File: src/rtl/if_id_hazard.sv
// IF/ID pipeline register with load-use hazard detection; one cycle fetch-to-decode latency.
// Backpressure: IFWrite drops for one cycle on a load-use pair, and a flush always overrides the stall.
module if_id_hazard #(
  parameter logic [31:0] NOP_INSN = 32'h00000013,
  parameter int          CNT_W    = 16
) (
  input  logic             clk,
  input  logic             reset,
  input  logic [31:0]      Instruction_if,
  input  logic [31:0]      PC_if,
  input  logic             IF_flush,
  input  logic             MemRead_ex,
  input  logic [4:0]       rd_ex,
  output logic             IFWrite,
  output logic [31:0]      Instruction_id,
  output logic [31:0]      PC_id,
  output logic             valid_id,
  output logic             bubble_ex,
  output logic [CNT_W-1:0] stall_cnt,
  output logic [CNT_W-1:0] flush_cnt
);

  localparam logic [6:0] OP_R      = 7'b0110011;
  localparam logic [6:0] OP_I_ALU  = 7'b0010011;
  localparam logic [6:0] OP_LOAD   = 7'b0000011;
  localparam logic [6:0] OP_STORE  = 7'b0100011;
  localparam logic [6:0] OP_BRANCH = 7'b1100011;
  localparam logic [6:0] OP_JALR   = 7'b1100111;

  logic [6:0] opcode;
  logic [4:0] rs1;
  logic [4:0] rs2;
  logic       use_rs1;
  logic       use_rs2;
  logic       hazard;
  logic       stall;

  assign opcode = Instruction_id[6:0];
  assign rs1    = Instruction_id[19:15];
  assign rs2    = Instruction_id[24:20];

  // Unknown opcodes read no sources, so garbage words never stall fetch.
  always_comb begin
    use_rs1 = 1'b0;
    use_rs2 = 1'b0;
    case (opcode)
      OP_R, OP_STORE, OP_BRANCH: begin
        use_rs1 = 1'b1;
        use_rs2 = 1'b1;
      end
      OP_I_ALU, OP_LOAD, OP_JALR: use_rs1 = 1'b1;
      default: ;
    endcase
  end

  assign hazard = valid_id & MemRead_ex & (rd_ex != 5'd0) &
                  ((use_rs1 & (rs1 == rd_ex)) | (use_rs2 & (rs2 == rd_ex)));

  // Fetch ignores a redirect while held, so flush must win over stall.
  assign stall     = hazard & ~IF_flush;
  assign IFWrite   = ~stall;
  assign bubble_ex = stall;

  always_ff @(posedge clk) begin
    if (reset) begin
      Instruction_id <= NOP_INSN;
      PC_id          <= 32'd0;
      valid_id       <= 1'b0;
    end else if (IF_flush) begin
      Instruction_id <= NOP_INSN;
      PC_id          <= PC_if;
      valid_id       <= 1'b0;
    end else if (!stall) begin
      Instruction_id <= Instruction_if;
      PC_id          <= PC_if;
      valid_id       <= 1'b1;
    end
  end

  always_ff @(posedge clk) begin
    if (reset) begin
      stall_cnt <= '0;
      flush_cnt <= '0;
    end else begin
      if (stall && (stall_cnt != '1))
        stall_cnt <= stall_cnt + CNT_W'(1);
      if (IF_flush && (flush_cnt != '1))
        flush_cnt <= flush_cnt + CNT_W'(1);
    end
  end

endmodule

File: config.mk
export PLATFORM = sky130hd
export DESIGN_NAME = if_id_hazard
export DESIGN_NICKNAME = d
export VERILOG_FILES = /design/src/rtl/if_id_hazard.sv
export SDC_FILE = /design/constraint.sdc
export NUM_CORES = 1
export LEC_CHECK = 0
export BUFFER_PORTS_ARGS = -buffer_cell sky130_fd_sc_hd__buf_2
export CORE_AREA = 8 8 90 112
export DETAILED_ROUTE_END_ITERATION = 10
export DIE_AREA = 0 0 98 120
export GPL_TIMING_DRIVEN = 1
export PLACE_DENSITY = 0.87
export SLEW_MARGIN = 0
export SYNTH_ARGS = -nofsm -noshare
export SYNTH_HDL_FRONTEND = slang
export SYNTH_SLANG_ARGS = --single-unit
File: constraint.sdc
create_clock -name clk -period 4.7 [get_ports clk]
set_input_delay 0.705 -clock clk [delete_from_list [all_inputs] [get_ports clk]]
set_output_delay 0.705 -clock clk [all_outputs]
set_load 0.01 [all_outputs]
# Word-level counts from Yosys, hierarchy flattened
# Cells that the tools add are included.
# W data, S select, Z words.
[op_classes]
n_mux = 4
bitwise_logic = 9
n_addsub = 2
n_reduce_logical = 6
eq_ne = 11
[ops]
columns = ["cell", "n"]
rows = [
  ["$mux W32", 2],
  ["$add A16 B1 Y16 const B", 2],
  ["$ne A16 B16 Y1 const B", 2],
  ["$eq A7 B6 Y1 const B", 2],
  ["$eq A7 B7 Y1 const B", 2],
  ["$eq A5 B5 Y1", 2],
  ["$eq A7 B2 Y1 const B", 1],
  ["$eq A7 B5 Y1 const B", 1],
  ["$and A1 B1 Y1", 6],
  ["$reduce_or A6 Y1", 1],
  ["$reduce_bool A5 Y1", 1],
  ["$reduce_or A3 Y1", 1],
  ["$logic_and A1 B1 Y1", 2],
  ["$mux W1", 2],
  ["$ne A2 B2 Y1 const B", 1],
  ["$not A1 Y1", 2],
  ["$reduce_or A2 Y1", 1],
  ["$or A1 B1 Y1", 1],
]
[totals]
elab_cells = 37
input_bits = 73
output_inout_bits = 99
regBits = 97

# Logic depth before layout (Yosys ltp)
[logic_depth]
depth_word = 9
ltp_mapped = 8
depth_no_buf = 6

# Least setup slack after synthesis
# Ideal clock, no wire load.
[synth_timing]
path_kind = "input to output"
startpoint = "input rd_ex[2]"
endpoint = "output IFWrite"
n_path_buf = 2
stages = 7
arrival_time_ps = 1782
path_slack_ps = 2213
t_required_ps = 3995
path_cell_list = "xnor2_1 -> o211ai_1 -> o22a_1 -> buf_4 -> buf_6 -> nor2_1 -> inv_1"
[synth_between]
elab_chain_cells = 6
word_cells_on_any_way = 10
cone_classes = "eq/ne (2); bitwise (7); reduce/logical (1)"
[synth_lines]
columns = ["element", "line", "text"]
rows = [
  ["start: declaration", "13", "input logic [4:0] rd_ex,"],
  ["$eq A5 B5 Y1", "57", "((use_rs1 & (rs1 == rd_ex)) | (use_rs2 & (rs2 == rd_ex)));"],
  ["$and A1 B1 Y1", "57", ""],
  ["$or A1 B1 Y1", "57", ""],
  ["$and A1 B1 Y1 *", "56", "assign hazard = valid_id & MemRead_ex & (rd_ex != 5'd0) &"],
  ["$and A1 B1 Y1 *", "60", "assign stall = hazard & ~IF_flush;"],
  ["via bubble_ex", "18", "output logic bubble_ex,"],
  ["$not A1 Y1 *", "61", "assign IFWrite = ~stall;"],
  ["end: declaration", "14", "output logic IFWrite,"],
]
# The timed path passes the listed nets; every way through them passes the cells marked *.

# Worst setup path after layout
[layout_timing]
startpoint = "input rd_ex[1]"
endpoint = "output IFWrite"
[layout_between]
elab_chain_cells = 6
word_cells_on_any_way = 10
cone_classes = "eq/ne (2); bitwise (7); reduce/logical (1)"
[layout_lines]
columns = ["element", "line"]
rows = [
  ["$eq A5 B5 Y1", "57"],
  ["$and A1 B1 Y1", "57"],
  ["$or A1 B1 Y1", "57"],
  ["$and A1 B1 Y1 *", "56"],
  ["$and A1 B1 Y1 *", "60"],
  ["$not A1 Y1 *", "61"],
]
# Mark *: on every way between the ends. The rest lies on a longest branch, timed or not.

==> out/qor.yml <==
floorplanning:
  num_io_pins: 172
  dieArea_mm2: 0.0118
  fp-row-count: 38
  die_x_um: 98
  start_util_pct: 50.2
  fp.coreArea_mm2: 0.00842
  chipHeight_um: 120
worst_setup_path:
  worstRegToRegCells: 5
  cp-start-kind: "primary input"
  ff2ff_setup_slack_ps: 2130
  crit_type: "in2out"
  arrival_ps: 2360
  crit_path_end_kind: "primary output"
  startpoint: "rd_ex[1]"
  path_max_fanout: 26
  r2r-end: "stall_cnt[10]"
  crit_end: "IFWrite"
  crit_required_ps: 3990
  r2r_start: "stall_cnt[0]"
logic_synthesis:
  ys_warn_count: 0
  synth_ff_type: "dfxtp_1"
  synth.cell_area_mm2: 0.00423
  yosys.area.top_type_share_pct: 45.9
  synthesis.nets: 571
  ys_seq_elements: 97
  synth_edf_count: 0
  avgSynthCellArea_um2: 8.52
  synth_cells: 496
  ys_seq_area_share_pct: 45.9
  synthTopCellsByArea: "dfxtp_1 (46%), a21oi_1 (8.8%), nand3_1 (8.3%), o21ai_0 (8.0%), xnor2_1 (3.3%)"
  synth-async-reset-ratio_pct: 0
  yosysTopAreaCell: "dfxtp_1"
  netlist-cell-type-count: 49
route:
  wl_per_cell_um: 17.0
  drt_iter0_drc: 280
  wirelength_mm: 12.6
  vias_per_cell: 5.80
  dr.pass1.iters: 4
  routed.top_layer: "met4"
  drc: 0
  dr_wl_met2_mm: 6.30
  m1WireLength_mm: 5.11
  ant_nets: 0
  met3_length_um: 903
  route.vias.total: 4317
timing:
  timing.final.crit_share_pct: 65.2
  fmax_ghz: 0.327
  worstMarginPinSlew_ps: 1240
  fin_worst_skew_ps: 9.40
  post-route-min-period_ps: 3060
  final_max_slew_viol_count: 0
  rsz0062_at_grt: "false"
  tns_ps: 0
  hold_viol: 0
  slew_headroom_pct: 16.7
  setup_viol: 0
global_routing:
  grt_max_degree: 70
  antenna_found_initial: 0
  overflow: 0
  grt_pass1_vias: 4160
  grtUsageTotal_pct: 20.7
  grt_pass1_wl_mm: 20.2
final_layout:
  nNetsFinal: 715
  utilization_pct: 62.3
  n_antenna_cell: 0
  fin_cells: 744
  drive_gt1_share_pct: 31.2
  syn_to_final_growth_pct: 23.9
pwr:
  p_per_area_mw_per_mm2: 294
  p_leak_nw: 2.16
  vdd_drop_max_uv: 164
  p_total_w: 0.00154
clocking:
  clk_latency_ps: 370
  cts_resized: 0
  clock_path_buffers: 2
  clkTransAtPathRegs_ps: 90
  tritoncts: "yes"
  h-tree-depth: 3
  cts.sinks: 97
  numCtsBuffers: 9
  hold_buffers: 0
  cts_setup_buffers: 0
  cts-root-buf: "clkbuf_8"
place:
  hpwl_mm: 8.99
  place_inst: 729
  gp_congestion: 0.823
  io_buffers: 171
run_status:
  status: "complete, no violations"
worst_hold_path:
  hp-class: "reg2reg"
job:
  drv_cap: 0
-- layout by cell type, fill, tap and decap left out, drive strengths merged, types with 2 or more instances in the layout --
cell,netlist,routed
nand3,70,70
nand4b,2,2
a21oi,74,74
or3,7,7
nor4b,3,3
mux2,3,3
nor4,3,3
o31ai,8,8
inv,4,4
nor2,22,22
buf,12,176
clkbuf,31,12
o211ai,4,4
nor2b,5,5
and4,6,6
and3,7,7
dfxtp,97,97
or4,9,9
ha,2,2
xor2,7,7
nand2,11,11
o21ai,69,69
and4b,2,2
xnor2,16,16
a211oi,2,2
nand4,8,8
-- final cells by class --
class / instances / area (um^2)
fillers: 746 / 3180
flip-flops and latches: 97 / 1940
repair buffers: 176 / 893
inverters: 4 / 15.0
clock inverters: 3 / 42.5
clock buffers: 12 / 135
well taps: 100 / 125
multi-input cells: 352 / 2090
-- routing by layer --
metal,up-vias,GRT usage [%]
met4,0,9.97
met3,25,6.72
met5,-,0
met1,2055,23.6
li1,2091,-
met2,146,34.5
-- how the worst min path moves through the flow --
stage	slack, ps	endpoint	cells after the start	startpoint
6_report	460	PC_id[16]	2	PC_id[16]
2_1_floorplan	490	Instruction_id[10]	2	Instruction_id[10]
3_3_place_gp	450	PC_id[0]	2	PC_id[0]
5_1_grt	490	PC_id[21]	2	PC_id[21]
4_1_cts	470	PC_id[16]	2	PC_id[16]
3_5_place_dp	450	PC_id[16]	2	PC_id[16]
-- worst max-delay path: stages --
cell and delay (ps):
buf_2 120, or4_4 550, o211ai_4 520, nor2_1 190, inv_1 120, buf_2 140
-- state kept, by name (all words and copies together), names as in the netlist --
signal,count
stall_cnt,16
flush_cnt,16
Instruction_id,32
valid_id,1
PC_id,32
-- cell families (layout without fill, tap and decap cells) --
kind of cell    count (synthesis)  after routing  share of synthesized area (%)
mux                             4              4                           1.21
simple gates                  161            161                           21.5
xor+xnor                       23             23                           4.76
flops                          97             97                           45.9
fa+ha+maj                       2              2                          0.592
buf+inv                        47            195                           5.06
compound gates                162            162                           20.9
-- power by group --
part	switching, W	internal, W	leakage, nW
Sequential	0.0000179	0.000849	0.796
Clock	0.000276	0.000243	0.0864
Combinational	0.0000891	0.0000647	1.28
Total	0.000383	0.00116	2.16
-- synth_stat cells, types with 2 or more instances --
master	count
dfxtp_1	97
a21oi_1	74
nand3_1	70
o21ai_0	68
clkbuf_1	30
nor2_1	22
xnor2_1	16
nand2_1	11
buf_2	8
nand4_1	8
or4_1	8
and3_1	7
o31ai_1	7
or3_1	7
xor2_1	7
and4_1	6
inv_1	4
nor2b_1	4
buf_6	3
o211ai_1	3
a211oi_1	2
and4b_1	2
ha_1	2
mux2_4	2
nand4b_1	2
nor4_1	2
nor4b_1	2
-- stage by stage --
stage	area [um^2]	worst slack (ps)	hold slack, ps
2_1_floorplan	4230	2210	488
3_3_place_gp	5060	1670	447
3_5_place_dp	5060	1640	454
4_1_cts	5240	1630	467
5_1_grt	5240	1530	485
6_report	5240	1640	463
No activity file was read; power rests on OpenSTA's default activity.
